`src/rtl/seg7_scan_controller.sv`:
```
// seg7_scan_controller: bus-mapped seven-segment controller, static or one-hot scanned drive.
// Latency: register writes reach the display outputs two edges after the strobe; reads are combinational.
// Backpressure: none, every i_en access completes in its own cycle.
//
// Ports:
//   clk, n_rst              clock, asynchronous active-low reset
//   i_en/i_rnw/i_addr/i_data single-cycle register access from the BIU slave
//   o_data/o_data_valid     read data, valid in the same cycle as a read strobe
//   o_hex/o_dp              static per-digit segments and decimal points (active-low)
//   o_seg/o_seg_dp/o_an     scanned segment bus, decimal point and one-hot anodes (active-low)
module seg7_scan_controller #(
  parameter int DATA_WIDTH = 32,
  parameter int NUM_DIGITS = 8,
  parameter int SCAN_DIV   = 50000,
  parameter int BLINK_DIV  = 25000000
) (
  input  logic                    clk,
  input  logic                    n_rst,
  input  logic                    i_en,
  input  logic                    i_rnw,
  input  logic [2:0]              i_addr,
  input  logic [DATA_WIDTH-1:0]   i_data,
  output logic [DATA_WIDTH-1:0]   o_data,
  output logic                    o_data_valid,
  output logic [NUM_DIGITS*7-1:0] o_hex,
  output logic [NUM_DIGITS-1:0]   o_dp,
  output logic [6:0]              o_seg,
  output logic                    o_seg_dp,
  output logic [NUM_DIGITS-1:0]   o_an
);

  localparam int SCW  = (SCAN_DIV > 1)   ? $clog2(SCAN_DIV)   : 1;
  localparam int BLW  = (BLINK_DIV > 1)  ? $clog2(BLINK_DIV)  : 1;
  localparam int IDXW = (NUM_DIGITS > 1) ? $clog2(NUM_DIGITS) : 1;

  localparam logic [SCW-1:0]  SCAN_LAST  = SCW'(SCAN_DIV - 1);
  localparam logic [BLW-1:0]  BLINK_LAST = BLW'(BLINK_DIV - 1);
  localparam logic [IDXW-1:0] IDX_LAST   = IDXW'(NUM_DIGITS - 1);

  localparam logic [2:0] ADDR_DATA_LO = 3'd0;
  localparam logic [2:0] ADDR_DATA_HI = 3'd1;
  localparam logic [2:0] ADDR_CTRL    = 3'd2;
  localparam logic [2:0] ADDR_BLANK   = 3'd3;
  localparam logic [2:0] ADDR_BLINK   = 3'd4;
  localparam logic [2:0] ADDR_DP      = 3'd5;

  // Register file
  logic [4*NUM_DIGITS-1:0] data_q;
  logic                    enable_q;
  logic                    mode_q;
  logic [NUM_DIGITS-1:0]   blank_q;
  logic [NUM_DIGITS-1:0]   blink_q;
  logic [NUM_DIGITS-1:0]   dp_q;

  // Timebases
  logic [BLW-1:0]  blink_cnt;
  logic            blink_phase;
  logic [SCW-1:0]  scan_cnt;
  logic [IDXW-1:0] scan_idx;

  logic wr_en;
  logic ctrl_wr;
  logic scan_clr;

  assign wr_en   = i_en && !i_rnw;
  assign ctrl_wr = wr_en && (i_addr == ADDR_CTRL);
  // Leaving/entering scan mode or disabling restarts the scan from digit 0.
  assign scan_clr = ctrl_wr && ((i_data[1] != mode_q) || !i_data[0]);

  // Digit nibbles viewed as a full 16-digit image; absent digits read as zero.
  logic [63:0] data_ext;
  logic [63:0] data_wr;
  logic [31:0] blank_ext;
  logic [31:0] blink_ext;
  logic [31:0] dp_ext;

  always_comb begin
    data_ext = '0;
    data_ext[4*NUM_DIGITS-1:0] = data_q;
    blank_ext = '0;
    blank_ext[NUM_DIGITS-1:0] = blank_q;
    blink_ext = '0;
    blink_ext[NUM_DIGITS-1:0] = blink_q;
    dp_ext = '0;
    dp_ext[NUM_DIGITS-1:0] = dp_q;
    // A write to one data word must leave the other half of the image intact.
    if (i_addr == ADDR_DATA_HI) begin
      data_wr = {i_data[31:0], data_ext[31:0]};
    end else begin
      data_wr = {data_ext[63:32], i_data[31:0]};
    end
  end

  always_ff @(posedge clk or negedge n_rst) begin
    if (!n_rst) begin
      data_q   <= '0;
      enable_q <= 1'b1;
      mode_q   <= 1'b0;
      blank_q  <= '0;
      blink_q  <= '0;
      dp_q     <= '0;
    end else if (wr_en) begin
      case (i_addr)
        ADDR_DATA_LO, ADDR_DATA_HI: data_q <= data_wr[4*NUM_DIGITS-1:0];
        ADDR_CTRL: begin
          enable_q <= i_data[0];
          mode_q   <= i_data[1];
        end
        ADDR_BLANK: blank_q <= i_data[NUM_DIGITS-1:0];
        ADDR_BLINK: blink_q <= i_data[NUM_DIGITS-1:0];
        ADDR_DP:    dp_q    <= i_data[NUM_DIGITS-1:0];
        default: ;
      endcase
    end
  end

  // Blink timebase free-runs independent of ENABLE and MODE.
  always_ff @(posedge clk or negedge n_rst) begin
    if (!n_rst) begin
      blink_cnt   <= '0;
      blink_phase <= 1'b0;
    end else if (blink_cnt == BLINK_LAST) begin
      blink_cnt   <= '0;
      blink_phase <= ~blink_phase;
    end else begin
      blink_cnt <= blink_cnt + 1'b1;
    end
  end

  // Scan prescaler and digit index; held at zero unless actively scanning.
  always_ff @(posedge clk or negedge n_rst) begin
    if (!n_rst) begin
      scan_cnt <= '0;
      scan_idx <= '0;
    end else if (scan_clr || !(enable_q && mode_q)) begin
      scan_cnt <= '0;
      scan_idx <= '0;
    end else if (scan_cnt == SCAN_LAST) begin
      scan_cnt <= '0;
      scan_idx <= (scan_idx == IDX_LAST) ? '0 : scan_idx + 1'b1;
    end else begin
      scan_cnt <= scan_cnt + 1'b1;
    end
  end

  // Read path
  logic [31:0] rd_data;

  always_comb begin
    rd_data = '0;
    case (i_addr)
      ADDR_DATA_LO: rd_data = data_ext[31:0];
      ADDR_DATA_HI: rd_data = data_ext[63:32];
      ADDR_CTRL:    rd_data = {30'd0, mode_q, enable_q};
      ADDR_BLANK:   rd_data = blank_ext;
      ADDR_BLINK:   rd_data = blink_ext;
      ADDR_DP:      rd_data = dp_ext;
      default:      rd_data = '0;
    endcase
  end

  assign o_data_valid = i_en && i_rnw;
  assign o_data       = o_data_valid ? rd_data : '0;

  // Active-low hex glyphs, bit0 = segment a .. bit6 = segment g.
  function automatic logic [6:0] hex_glyph(input logic [3:0] v);
    case (v)
      4'h0: hex_glyph = 7'b1000000;
      4'h1: hex_glyph = 7'b1111001;
      4'h2: hex_glyph = 7'b0100100;
      4'h3: hex_glyph = 7'b0110000;
      4'h4: hex_glyph = 7'b0011001;
      4'h5: hex_glyph = 7'b0010010;
      4'h6: hex_glyph = 7'b0000010;
      4'h7: hex_glyph = 7'b1111000;
      4'h8: hex_glyph = 7'b0000000;
      4'h9: hex_glyph = 7'b0010000;
      4'hA: hex_glyph = 7'b0001000;
      4'hB: hex_glyph = 7'b0000011;
      4'hC: hex_glyph = 7'b1000110;
      4'hD: hex_glyph = 7'b0100001;
      4'hE: hex_glyph = 7'b0000110;
      default: hex_glyph = 7'b0001110;
    endcase
  endfunction

  // Per-digit glyph after the dark rule; padded to 16 so the scan index is always in range.
  logic [15:0][6:0] glyph;
  logic [15:0]      glyph_dp;

  always_comb begin
    glyph    = {16{7'h7F}};
    glyph_dp = '1;
    for (int i = 0; i < NUM_DIGITS; i++) begin
      if (enable_q && !blank_q[i] && !(blink_q[i] && blink_phase)) begin
        glyph[i]    = hex_glyph(data_q[4*i +: 4]);
        glyph_dp[i] = ~dp_q[i];
      end
    end
  end

  logic [NUM_DIGITS*7-1:0] hex_d;
  logic [NUM_DIGITS-1:0]   dp_d;
  logic [6:0]              seg_d;
  logic                    seg_dp_d;
  logic [NUM_DIGITS-1:0]   an_d;

  always_comb begin
    hex_d    = '1;
    dp_d     = '1;
    seg_d    = 7'h7F;
    seg_dp_d = 1'b1;
    an_d     = '1;
    if (enable_q && mode_q) begin
      seg_d    = glyph[4'(scan_idx)];
      seg_dp_d = glyph_dp[4'(scan_idx)];
      an_d     = ~(NUM_DIGITS'(1) << scan_idx);
    end else begin
      // Disabled also lands here; every glyph is already dark in that case.
      for (int i = 0; i < NUM_DIGITS; i++) begin
        hex_d[7*i +: 7] = glyph[i];
        dp_d[i]         = glyph_dp[i];
      end
    end
  end

  always_ff @(posedge clk or negedge n_rst) begin
    if (!n_rst) begin
      o_hex    <= '1;
      o_dp     <= '1;
      o_seg    <= 7'h7F;
      o_seg_dp <= 1'b1;
      o_an     <= '1;
    end else begin
      o_hex    <= hex_d;
      o_dp     <= dp_d;
      o_seg    <= seg_d;
      o_seg_dp <= seg_dp_d;
      o_an     <= an_d;
    end
  end

endmodule

```
`config.mk`:
```
export PLATFORM = sky130hd
export DESIGN_NAME = seg7_scan_controller
export DESIGN_NICKNAME = d
export VERILOG_FILES = /design/src/rtl/seg7_scan_controller.sv
export SDC_FILE = /design/constraint.sdc
export NUM_CORES = 1
export LEC_CHECK = 0
export ABC_AREA = 1
export BUFFER_PORTS_ARGS = -buffer_cell sky130_fd_sc_hd__buf_4
export CAP_MARGIN = 20
export CORE_MARGIN = 3
export CORE_UTILIZATION = 50
export CTS_BUF_LIST = sky130_fd_sc_hd__clkbuf_16
export DETAILED_ROUTE_END_ITERATION = 10
export PLACE_DENSITY_LB_ADDON = 0.12
export SYNTH_ARGS = -nofsm -noshare
export SYNTH_HDL_FRONTEND = slang
export SYNTH_SLANG_ARGS = --single-unit
export TNS_END_PERCENT = 50
```
`constraint.sdc`:
```
create_clock -name clk -period 3.5 [get_ports clk]
set_clock_uncertainty 0.15 [all_clocks]
set_input_delay 0.35 -clock clk [delete_from_list [all_inputs] [get_ports clk]]
set_output_delay 0.35 -clock clk [all_outputs]
set_load 0.02 [all_outputs]
```
==> impl_results.md <==
- N_diodes: 0
- Dominant synthesized flop cell: dfrtp_1
- Tot Pwr: 7.49 mW
- Final instance area: 12600 sq um
- WS Path Type: in2out
- Final worst slack: 1020 ps
- Avg WL per Cell: 16.9 um
- H-Tree Depth: 4
- Fin Setup TNS: 0 ps
- Ports: 152
- Clk slew on worst S/H paths: ~70 ps
- Worst Path Max Fanout: 27
- Fin util: 61.0%
- Crit path max-delay family: simple AND/OR/NAND/NOR gates
- Peak supply drop: 0.336 mV
- Area grow syn2layout: 17.9%
- Upper clock frequency limit: 404 MHz
- Setup crit start kind: primary input
- PD cells: 595 nW/um^2
- Vias: 9633
- Placed cell areas: 12000 sq um
- Synth top area cells: dfrtp_1 24%, dfstp_2 20%, nand2_1 11%
- Root Buffer: clkbuf_16
- Antenna-violating nets left: 0
- Die footprint: between 20000 and 25000 sq um
- Synthesized flop and latch total: 183
- Initial Utilization: 51.8%
- Gr ovfl total: 0
- CP bufs+invs: 3
- DR vias/cell: 5.46
- Minimum clock period: 2480 ps
- Global-route wire length before repair: 48000 um
- Worst Hold End: data_q[9]$_DFFE_PN0P_
- Post-synth ARST share: 100%
- R2r setup slk: 1360 ps
- Mapped cell area: 10700 sq um
- FF-to-FF End: o_seg[1]$_DFF_PN1_
- CTS tree: done
- Reg2reg path depth: 7
- GRT Util Overall: between 20% and 30%
- CTS Buf Count: 17
- Most common cell after layout, fill and taps aside: nand2_1
- Clock Latency Late Sink: 440 ps
- Hold path cells: 3
- Worst-path cell chain: buf_4 > nor2_1 > nand2_2 > inv_1 > a221oi_1 > nor2_1 > buf_4
- Unrepaired setup endpoints after global routing: no
- P_leak: roughly 6 nW
- Share of cells above drive strength 1: 21.3%
- Finished Layout Cells: 1764
- Placed cells: 1725
- Avg Inst Size Synth: 7.88 sq um
- Slowest stage delay, CP: roughly 500 ps
- DIE HEIGHT: 152 um
- Hold Path Class: in2reg
- Largest net degree at the start of global routing: 74
- Port buffer count: 151
- Mapped Nets: 1458
- Final period util: 70.7%
- YS warnings: 0
- Setup violators final: 0
- Syn Inst Count: 1354
- Rel. slew slack: between 40% and 50%
- Register area share after synthesis: a little over two fifths
- Status: complete, no violations
- Hold Fails Final Rpt: 0
- Max Cap Violations: 0
- Drt first pass iters: 5
- Hold Startpoint: i_data[9]
- Worst Max-Slew Pin Slew: about 770 ps
- Initial antenna violation count: 0
- Resized cells post-CTS: 0
- Critical path arrival: 1980 ps
- Hold Buf Count CTS: 6
- Fillers: ~1.9k
- Max Slew Vio Count: 0
- Vias in the first global route: 9023
- Clock Sinks: approximately 180
- Nets: 1585
- Clock buffer depth: 2
- Post-CTS Setup Repair Bufs: 0
- Min Hold Slack: 10.4 ps
- Pre-CTS WS: between 1000 and 1500 ps
- Leading area contributor after synthesis: dfrtp_1
- Floorplan Core Area: 20600 sq um
- Wirelength, routed: 29800 um
- Critical Path RT: 3000 ps
- Synth unique cells: 45
- Post-synth EDFFs: 0
- RePlAce Congestion: 0.921
- Remaining DRCs: 0
- Post-DP HPWL: 22100 um
- Reg2Reg Launch Point: enable_q$_DFFE_PN1P_
- Cell Rows: 52
- Crit-path slowest cell: nand2_2
- Setup crit end kind: output pin
- Post-synth top area share: between 20% and 30%
- DRT iter0 DRCs: 764
- Die extent in x: 152 um
- Commonest non-fill, non-tap cells in the layout: 326 x nand2_1, 199 x nand3_1, 157 x buf_4
-- area by class of cell --
type / count / area, sq um / area share, %
multi-input combinational: 966 / 5150 / 40.9
sequential: 183 / 4680 / 37.2
clock inverter: 14 / 109 / 0.865
inverter: 146 / 553 / 4.39
tap: 270 / 338 / 2.68
timing repair buffer: 167 / 1310 / 10.4
clock buffer: 18 / 450 / 3.58
-- tightest hold or removal path, delay by kind of cell --
kind | cells | cell delay, ps
AND/OR/NAND/NOR | 1 | 30
AO/OA/AOI/OAI | 1 | 100
buffers and inverters | 1 | 80
-- state kept, by name (all words and copies together) (netlist names) --
| register | cells |
|---|---|
| blink_q | 8 |
| dp_q | 8 |
| mode_q | 1 |
| blink_phase | 1 |
| o_seg_dp | 1 |
| blink_cnt | 25 |
| scan_idx | 3 |
| enable_q | 1 |
| scan_cnt | 16 |
| o_dp | 8 |
| o_hex | 56 |
| data_q | 32 |
| blank_q | 8 |
| o_an | 8 |
| o_seg | 7 |
-- cells in the mapped netlist, drive strengths merged (32+ instances only) --
cell and number:
nor3 44, nor2 108, dfstp 81, nand3 201, ha 65, o21ai 72
dfrtp 102, a21oi 32, buf 42, inv 141, nand4 59, nand2 332
-- worst max-delay path by stage --
stage | start | end | slack (ps) | cells after the start
2_1_floorplan | i_addr[1] | o_data[11] | 1720 | 4
3_3_place_gp | i_addr[1] | o_data[5] | 1090 | 7
3_5_place_dp | i_addr[1] | o_data[4] | 1000 | 7
4_1_cts | i_addr[1] | o_data[4] | 1000 | 7
5_1_grt | i_addr[1] | o_data[7] | 850 | 7
6_report | i_addr[1] | o_data[7] | 1020 | 7
-- per-layer routing --
layer	vias to the layer above	wire length, um	share of wire [%]	global-route usage [%]
li1	4718	-	-	-
met1	4517	13600	46	36.1
met2	356	13600	46	40.1
met3	42	1880	6.3	4.47
met4	0	688	2.3	7.66
met5	-	0	0	0
-- report_power, final --
| part | switching (mW) | total, mW | leakage, nW | internal (mW) |
|---|---|---|---|---|
| combinational | 1.78 | 2.68 | 3.56 | 0.897 |
| sequential | 0.329 | 2.97 | 2.13 | 2.64 |
| clock | 0.830 | 1.84 | 0.281 | 1.01 |
| total | 2.94 | 7.49 | 5.97 | 4.55 |
-- cells by family after synthesis --
group / share of synthesized area [%]
xor gates and xnor gates: 1.56
AOI/OAI and AO/OA: 6.26
DFF: 43.9
adders and majority gates: 7.62
and+or+nand+nor: 32.8
buffers and inverters: 7.91
(Power assumes the default switching activity.)
